===== src/rtl/fifo_wr_pkg.sv =====
// Shared definitions for the dual-clock test FIFO controllers.
// State encoding and a width helper usable in parameter/port declarations.
package fifo_wr_pkg;

  typedef enum logic [1:0] {
    ST_IDLE   = 2'd0,
    ST_SETTLE = 2'd1,
    ST_WRITE  = 2'd2,
    ST_DONE   = 2'd3
  } fifo_state_t;

  // ceil(log2(n)), never less than 1 so registers always have a bit
  function automatic int clog2(input int n);
    int r;
    int v;
    r = 0;
    v = n - 1;
    while (v > 0) begin
      r = r + 1;
      v = v >> 1;
    end
    return (r < 1) ? 1 : r;
  endfunction

endpackage


===== src/rtl/fifo_wr.sv =====
// Write-side controller for the dual-clock test FIFO: waits for a settled
// empty flag, then writes an incrementing pattern until full or DEPTH words.
module fifo_wr
  import fifo_wr_pkg::*;
#(
  parameter int              DATA_W     = 8,
  parameter int              DEPTH      = 256,
  parameter int              SETTLE_CYC = 10,
  parameter logic [DATA_W-1:0] DATA_INIT = '0
) (
  input  logic                        clk,
  input  logic                        rst,
  input  logic                        en,
  input  logic                        wrempty,
  input  logic                        wrfull,
  output logic                        wrreq,
  output logic [DATA_W-1:0]           wrdata,
  output logic [clog2(DEPTH+1)-1:0]   wr_cnt,
  output logic                        busy,
  output logic                        burst_done
);

  localparam int CNT_W = clog2(DEPTH + 1);
  localparam int SET_W = clog2(SETTLE_CYC);
  localparam logic [CNT_W-1:0] LAST_CNT  = CNT_W'(DEPTH - 1);
  localparam logic [SET_W-1:0] SETTLE_LD = SET_W'(SETTLE_CYC - 1);

  fifo_state_t       state, state_nx;
  logic [SET_W-1:0]  scnt, scnt_nx;
  logic              wrreq_nx, done_nx, accept;
  logic [DATA_W-1:0] wrdata_nx;
  logic [CNT_W-1:0]  wr_cnt_nx;

  // The FIFO drops a write presented while full, so only this advances data
  assign accept = wrreq & ~wrfull;

  always_comb begin
    state_nx  = state;
    scnt_nx   = scnt;
    wrreq_nx  = 1'b0;
    done_nx   = 1'b0;
    wrdata_nx = accept ? wrdata + 1'b1 : wrdata;
    wr_cnt_nx = accept ? wr_cnt + 1'b1 : wr_cnt;
    case (state)
      ST_IDLE: begin
        if (en && wrempty) begin
          state_nx  = ST_SETTLE;
          scnt_nx   = SETTLE_LD;
          wr_cnt_nx = '0;
        end
      end
      ST_SETTLE: begin
        if (!wrempty) begin
          state_nx = ST_IDLE;
        end else if (scnt == '0) begin
          state_nx = ST_WRITE;
          wrreq_nx = 1'b1;
        end else begin
          scnt_nx = scnt - 1'b1;
        end
      end
      ST_WRITE: begin
        // full wins: that cycle is not accepted, so no count/data update
        if (wrfull || wr_cnt == LAST_CNT) begin
          state_nx = ST_DONE;
          done_nx  = 1'b1;
        end else begin
          wrreq_nx = 1'b1;
        end
      end
      ST_DONE: state_nx = ST_IDLE;
      default: state_nx = ST_IDLE;
    endcase
  end

  always_ff @(posedge clk or posedge rst) begin
    if (rst) begin
      state      <= ST_IDLE;
      scnt       <= '0;
      wrreq      <= 1'b0;
      wrdata     <= DATA_INIT;
      wr_cnt     <= '0;
      busy       <= 1'b0;
      burst_done <= 1'b0;
    end else begin
      state      <= state_nx;
      scnt       <= scnt_nx;
      wrreq      <= wrreq_nx;
      wrdata     <= wrdata_nx;
      wr_cnt     <= wr_cnt_nx;
      busy       <= (state_nx != ST_IDLE);
      burst_done <= done_nx;
    end
  end

endmodule


===== config.mk =====
export PLATFORM = sky130hd
export DESIGN_NAME = fifo_wr
export DESIGN_NICKNAME = d
export VERILOG_FILES = /design/src/rtl/fifo_wr_pkg.sv /design/src/rtl/fifo_wr.sv
export SDC_FILE = /design/constraint.sdc
export NUM_CORES = 1
export LEC_CHECK = 0
export CAP_MARGIN = 20
export CORE_ASPECT_RATIO = 0.7
export CORE_MARGIN = 2
export CORE_UTILIZATION = 50
export CTS_CLUSTER_SIZE = 25
export DETAILED_ROUTE_END_ITERATION = 12
export PLACE_DENSITY = 0.84
export SLEW_MARGIN = 0
export SYNTH_ARGS = -nofsm -noshare
export SYNTH_HDL_FRONTEND = slang
export SYNTH_SLANG_ARGS = --single-unit

===== constraint.sdc =====
create_clock -name clk -period 3.4 [get_ports clk]
set_input_delay 0.68 -clock clk [delete_from_list [all_inputs] [get_ports clk]]
set_output_delay 0.68 -clock clk [all_outputs]
set_load 0.05 [all_outputs]

## Yosys cells after proc, flatten, opt, wreduce, memory -nomap -nowiden

Index checks and enable logic that the tools add are counted.
W data, S select, Z words.

- $add $sub $neg: 3
- Eq/ne operators: 7
- Multiplexer cells: 18
- Bitwise operators: 2
- Reductions and logical operators: 7

Operator list:

| operator | number |
|---|---|
| $mux W9 | 3 |
| $mux W4 | 3 |
| $add A9 B1 Y9 const B | 1 |
| $eq A9 B8 Y1 const B | 1 |
| $add A8 B1 Y8 const B | 1 |
| $mux W2 | 4 |
| $pmux W2 S4 | 1 |
| $pmux W4 S2 | 1 |
| $ne A2 B2 Y1 const B | 3 |
| $mux W1 | 5 |
| $eq A2 B2 Y1 const B | 2 |
| $logic_not A4 Y1 | 1 |
| $reduce_and A4 Y1 | 1 |
| $reduce_bool A2 Y1 | 2 |
| $sub A4 B1 Y4 const B | 1 |
| $eq A2 B1 Y1 const B | 1 |
| $logic_not A2 Y1 | 1 |
| $pmux W1 S2 | 1 |
| $and A1 B1 Y1 | 1 |
| $logic_and A1 B1 Y1 | 1 |
| $logic_or A1 B1 Y1 | 1 |
| $not A1 Y1 | 1 |

- Register bits: 26
- Input port bits: 5
- Output and inout port bits: 20

## Depth between registers and ports, before layout

Gate-level depths: netlist of the first run.

- Word-level depth: 5
- Mapped depth: 7
- Mapped depth without buffers: 7

## Worst setup path before layout of the first run

No wires, ideal clock.

- Path type: register -> register
- Start: register wr_cnt[0]
- End: register busy
- Arrival time: 1,760 ps
- Path slack: 1,506 ps
- Stages on the path, launching flop included: 8
- Path buffers: 0
- Period minus slack after synthesis: 1,894 ps
- Path through: dfrtp_1 > ha_1 > nand3_1 > nor2_1 > ha_1 > o21a_1 > a211oi_2 > o32ai_1

- Word-level cells in the longest chain between the ends: 5

Ends and longest elaborated chain:

| item | line | source |
|---|---|---|
| from (decl) | fifo_wr.sv:18 | `output logic [clog2(DEPTH+1)-1:0] wr_cnt,` |
| from (signal assigned) | fifo_wr.sv:90 | `wr_cnt <= wr_cnt_nx;` |
| $eq A9 B8 Y1 | fifo_wr.sv:64 | `if (wrfull \|\| wr_cnt == LAST_CNT) begin` |
| $logic_or A1 B1 Y1 | fifo_wr.sv:64 |  |
| $mux W2 | fifo_wr.sv:64 |  |
| $pmux W2 S4 | fifo_wr.sv:44 | `case (state)` |
| $reduce_bool A2 Y1 | fifo_wr.sv:91 | `busy <= (state_nx != ST_IDLE);` |
| to (signal assigned) | fifo_wr.sv:91 |  |
| to (decl) | fifo_wr.sv:19 | `output logic busy,` |

No other way between the ends.
A chain may end at the register's enable or synchronous reset.

## Worst setup path in the final report of the first run

- Start: register wrreq
- End: output port wrreq

RTL lines:

| item | line | source |
|---|---|---|
| from (decl) | fifo_wr.sv:16 | `output logic wrreq,` |
| from (signal assigned) | fifo_wr.sv:88 | `wrreq <= wrreq_nx;` |

No word-level cell between the ends.

==> results of run 1 <==
## worst reg2reg max path, cell delays in order (launching register included)
cell and delay, ns:
dfrtp_1 0.46, ha_1 0.27, nand3_1 0.09, nor2_1 0.05, ha_1 0.19, o21a_1 0.22
a211oi_2 0.25, o32ai_1 0.12
## synth_stat cells (all sizes together), types with 2 or more instances
master / count
or3: 2
buf: 2
a211oi: 2
nand2b: 6
nor2b: 2
nor3: 4
nand4: 8
and4b: 2
o41ai: 2
ha: 8
and3: 4
mux2i: 4
nand2: 13
o21ai: 4
dfrtp: 26
xnor2: 9
o311ai: 2
inv: 8
a21oi: 6
nand3: 2
nor2: 6
## flip-flops by register name, summed over array words and instances, names as in the netlist
name        flops
scnt            4
burst_done      1
wrdata          8
wr_cnt          9
state           2
wrreq           1
busy            1
## layout make-up
cell class                 count  area (um^2)  area share
timing repair buffer          25          268       0.155
multi-input combinational     95          682       0.395
clock buffer                   4         55.1      0.0319
inverter                       8         30.0      0.0174
tap                           34         42.5      0.0246
sequential                    26          651       0.377
## metal layers
metal / vias up / routed length, um / global-route usage
met5: - / 0 / 0
met4: 0 / 36 / 0.0612
met3: 5 / 165 / 0.0588
met2: 29 / 1380 / 0.338
met1: 555 / 1330 / 0.295
li1: 526 / - / -
## final timing paths
kind	slack, ns	end	cells after the start
setup reg to reg	1.61	busy$_DFF_PP0_	7
min in group asynchronous	0.75	wr_cnt[4]$_DFF_PP0_	3
hold / removal	0.49	wrdata[7]$_DFFE_PP0P_	1
hold reg to reg	0.49	wrdata[7]$_DFFE_PP0P_	1
setup / recovery	1.13	wrreq	1
max in group asynchronous	2.49	scnt[3]$_DFFE_PP0P_	3
## metrics by stage
stage | area, um^2 | utilization
5_1_grt | 1730 | 0.677
3_5_place_dp | 1650 | 0.645
2_1_floorplan | 1380 | -
4_1_cts | 1700 | 0.666
3_3_place_gp | 1650 | 0.645
6_report | 1730 | 0.677
## report_power, final
part | internal [mW] | switching (mW) | total, mW
combinational | 0.104 | 0.153 | 0.257
sequential | 0.346 | 0.0395 | 0.386
clock | 0.104 | 0.0951 | 0.199
total | 0.554 | 0.288 | 0.842
## logic make-up after synthesis
| family | synth area share |
|---|---|
| flops | 0.470 |
| simple gates | 0.231 |
| mux | 0.0289 |
| compound gates | 0.103 |
| xor+xnor | 0.0570 |
| buf+inv | 0.0371 |
| fa+ha+maj | 0.0723 |
==> flow_summary.yaml, run 1 <==
routing:
  drc_errors: 0
  dr.pass1.iters: 4
  detail_route.wl_per_cell_um: 15.1
  via_per_inst: 5.81
  vias: 1115
  first_iter_violations: 123
  postRouteAntennaNets: 0
  wirelength_mm: 2.91
yosys:
  async_reset_ff_frac: 1.00
  netlist.area_leader.share: 0.470
  syn-mean-instance-area_um2: 10.5
  synth_nets: 145
  synthFlopType: "dfrtp_1"
  netlist_instances: 132
  syn-cell-area_um2: 1380
  yosys_register_bits: 26
  yosysWarnings: 0
  yosysTopAreaCell: "dfrtp_1"
  synthTopCellsByArea: "dfrtp_1, ha_1, xnor2_1, nand4_1, nand2_1"
  ys_seq_area_frac: 0.470
  synth_edf_count: 0
  yosysUniqueCellTypes: 33
timing:
  hold_viol: 0
  setup_ws_ns: 1.13
  rsz0062_at_grt: "false"
  setup_viol: 0
  period_share: 0.668
  max_freq_mhz: 441
  period_needed_ns: 2.27
  fin_setup_tns_ns: 0
  worst_hold_slack_ns: 0.485
  slew_headroom: 0.630
  skew_ns: 0.0155
  slew_viol_final: 0
  tightest_slew_ns: 0.553
grt:
  grt_pass1_wl_mm: 4.89
  grt_pass1_vias: 1016
  track_usage: 0.214
  antenna_found_initial: 0
  overflow: 0
  grt_max_degree: 27
critical_path:
  crit_start: "wrreq$_DFF_PP0_"
  crit_chain: "clkdlybuf4s50_1"
  cp_slowest_cell: "clkdlybuf4s50_1"
  worst_setup_path_start_kind: "flip-flop"
  endpoint_kind: "output pin"
  crit_fanout: 6
  path_buf_inv: 1
  arrival_ns: 1.59
  max_stage_delay_ns: 0.85
  path_class: "reg2out"
  reg2reg_from: "wr_cnt[0]$_DFF_PP0_"
  path_delay_family: "buffers and inverters"
  required_ns: 2.72
clocking:
  cts_tree: "built"
  cts.clk_slew.worst_paths_ns: 0.09
  postCtsSetupBuffers: 0
  cts.sinks: 26
  hold_buffers: 0
  numCtsBuffers: 3
  htreeDepth: 1
  clk-insertion-delay-late_ns: 0.28
  cts-root-buf: "clkbuf_8"
  cts_resized: 0
  cts_buffer_depth: 2
power_and_ir_drop:
  powerDensity_nw_per_um2: 487
  ir_worst_vdd_mv: 0.343
  p_total_uw: 842
  leakage_nw: 0.784
final_layout:
  syn_to_final_growth_pct: 24.9
  final_common_cell: "dfrtp_1"
  fin_cells: 192
  fillers: 206
  layout-drive-gt1-share: 0.0633
  final_cell_mix: "dfrtp_1, clkdlybuf4s50_1, nand2_1"
  diodes: 0
  layout.nets: 172
placement:
  dpl.hpwl_mm: 2.17
  portBuffers: 24
  gp_congestion: 0.837
  dp_slack_ns: 1.18
  dp_cells: 187
floorplanning:
  start_util: 0.542
  core_area_um2: 2550
  rows: 15
  die_width_um: 66.9
  die-area_um2: 3210
  io_pins: 25
  fp.dieH_um: 48.0
worst_hold_path:
  hp-start: "wrdata[7]$_DFFE_PP0P_"
  worst_hold_path_type: "reg2reg"
flow_run:
  max-cap-violations: 0
status:
  outcome: "complete, no violations"
(Power assumes the default switching activity.)
==> run 2, diff against run 1 <==
--- a/config.mk
+++ b/config.mk
@@ -8,10 +8,10 @@
 export CAP_MARGIN = 20
 export CORE_ASPECT_RATIO = 0.7
 export CORE_MARGIN = 2
-export CORE_UTILIZATION = 50
+export CORE_UTILIZATION = 46
 export CTS_CLUSTER_SIZE = 25
 export DETAILED_ROUTE_END_ITERATION = 12
-export PLACE_DENSITY = 0.84
+export PLACE_DENSITY = 0.81
 export SLEW_MARGIN = 0
 export SYNTH_ARGS = -nofsm -noshare
 export SYNTH_HDL_FRONTEND = slang
==> constraint.sdc (replaced) <==
create_clock -name clk -period 1.8 [get_ports clk]
set_input_delay 0.36 -clock clk [delete_from_list [all_inputs] [get_ports clk]]
set_output_delay 0.36 -clock clk [all_outputs]
set_load 0.05 [all_outputs]
==> run 2 against run 1 <==
  * Wire length rose by 4.9%
  * Clock skew fell by 0.0087 ns
  * Non-clock buffer count rose by 9
  * Via count rose by 1.3%
  * Register-to-register slack got worse by 1.5 ns
  * Count of clock-buffer cells in the layout did not move
  * Sequential share of layout area fell by 0.082 points
  * Die area rose by 8.1%
  * Largest power group unchanged
  * Core utilization fell by 6.0 points
  * Hold slack got worse by 0.049 ns
==> flow_summary.yaml, run 2 (synthesis results as in run 1) <==
final_layout:
  layout-drive-gt1-share: 0.263
  fin_cells: 203
  seqCellArea_um2: 654
  final_cell_mix: "buf_4, dfrtp_1, nand2_1"
  top_regs: "wr_cnt (9), wrdata (8), scnt (4)"
  diodes: 0
  layout.nets: 181
  fillers: 235
  regMostFlops: "wr_cnt"
  largest_register_ffs: 9
  final_util: 0.617
  syn_to_final_growth_pct: 25.9
  finalInstanceArea_um2: 1740
  final_common_cell: "buf_4"
  multiInputGateArea_um2: 692
clocking:
  hold_buffers: 0
  numCtsBuffers: 3
  cts.sinks: 26
  cts.clk_slew.worst_paths_ns: 0.09
  clk-insertion-delay-late_ns: 0.27
  htreeDepth: 1
  cts-root-buf: "clkbuf_8"
  cts_tree: "built"
  cts_buffer_depth: 2
timing:
  fin_setup_tns_ns: 0
  period_needed_ns: 1.69
  rsz0062_at_grt: "false"
  setup_ws_ns: 0.109
  slew_headroom: 0.742
  max_freq_mhz: 591
  tightest_slew_ns: 0.384
  slew_viol_final: 0
  worst_hold_slack_ns: 0.437
  period_share: 0.940
  setup_viol: 0
  skew_ns: 0.00684
  hold_viol: 0
floorplanning:
  fp.dieH_um: 49.9
  die_width_um: 69.6
  rows: 16
  io_pins: 25
  core_area_um2: 2820
  die-area_um2: 3470
  start_util: 0.490
routing:
  drc_errors: 0
  first_iter_violations: 51
  vias: 1129
  detail_route.wl_per_cell_um: 15.0
  dr.pass1.iters: 4
  postRouteAntennaNets: 0
  via_per_inst: 5.56
  wirelength_mm: 3.05
status:
  outcome: "complete, no violations"
placement:
  portBuffers: 24
  dp_slack_ns: 0.0794
  gp_congestion: 0.821
  placed_cell_area_um2: 1650
  dp_cells: 195
  dpl.hpwl_mm: 2.18
critical_path:
  arrival_ns: 1.83
  crit_fanout: 4
  worst_setup_path_start_kind: "flip-flop"
  path_class: "reg2reg"
  r2r_cells: 7
  reg2reg_from: "wr_cnt[1]$_DFF_PP0_"
  rrSetupSlack_ns: 0.11
  endpoint_kind: "flip-flop"
  r2r-end: "busy$_DFF_PP0_"
  required_ns: 1.94
power_and_ir_drop:
  leakage_nw: 0.860
  powerDensity_nw_per_um2: 930
  p_total_mw: 1.62
  ir_worst_vdd_mv: 0.706
worst_hold_path:
  worst_hold_path_type: "in2async"
grt:
  track_usage: 0.187
  grt_max_degree: 27
  grt_pass1_wl_mm: 5.13
  grt_pass1_vias: 1153
  antenna_found_initial: 0
  overflow: 0
flow_run:
  max-cap-violations: 0
## run 2: worst max path at each step
stage	from	end
3_3_place_gp	wrfull	wr_cnt[4]$_DFF_PP0_
2_1_floorplan	wr_cnt[5]$_DFF_PP0_	busy$_DFF_PP0_
5_1_grt	wr_cnt[1]$_DFF_PP0_	busy$_DFF_PP0_
3_5_place_dp	wrfull	wr_cnt[4]$_DFF_PP0_
4_1_cts	wr_cnt[1]$_DFF_PP0_	busy$_DFF_PP0_
6_report	wr_cnt[1]$_DFF_PP0_	busy$_DFF_PP0_
## run 2: final cells by class
| class | instances | area share |
|---|---|---|
| clock buffers | 4 | 0.0316 |
| inverters | 8 | 0.0172 |
| multi-input cells | 95 | 0.397 |
| flip-flops and latches | 26 | 0.376 |
| well taps | 36 | 0.0259 |
| repair buffers | 34 | 0.152 |
## run 2: critical path, stage by stage (launching register included)
cell and delay, ns:
dfrtp_2 0.44, ha_2 0.20, nand3_1 0.08, nor2_1 0.05, ha_1 0.19, o21a_1 0.22, a211oi_2 0.28, o32ai_2 0.12
## run 2: repair_timing
action                                 in CTS  in global routing
setup endpoints to repair                   0                  1
buffers inserted                            0                  4
resized for setup                           0                  2
endpoints found under the hold margin       0                  0
## run 2: power breakdown
part / leakage [nW] / internal (mW) / switching (mW)
logic: 0.485 / 0.197 / 0.320
clock network: 0.0288 / 0.195 / 0.180
registers: 0.346 / 0.654 / 0.0736
## run 2: routing by layer
| metal | GRT usage | routed length, um | part of all wire | vias up |
|---|---|---|---|---|
| met4 | 0.0752 | 39 | 0.013 | 0 |
| li1 | - | - | - | 541 |
| met3 | 0.0511 | 122 | 0.040 | 4 |
| met2 | 0.314 | 1470 | 0.48 | 32 |
| met1 | 0.229 | 1420 | 0.46 | 552 |
| met5 | 0 | 0 | 0 | - |
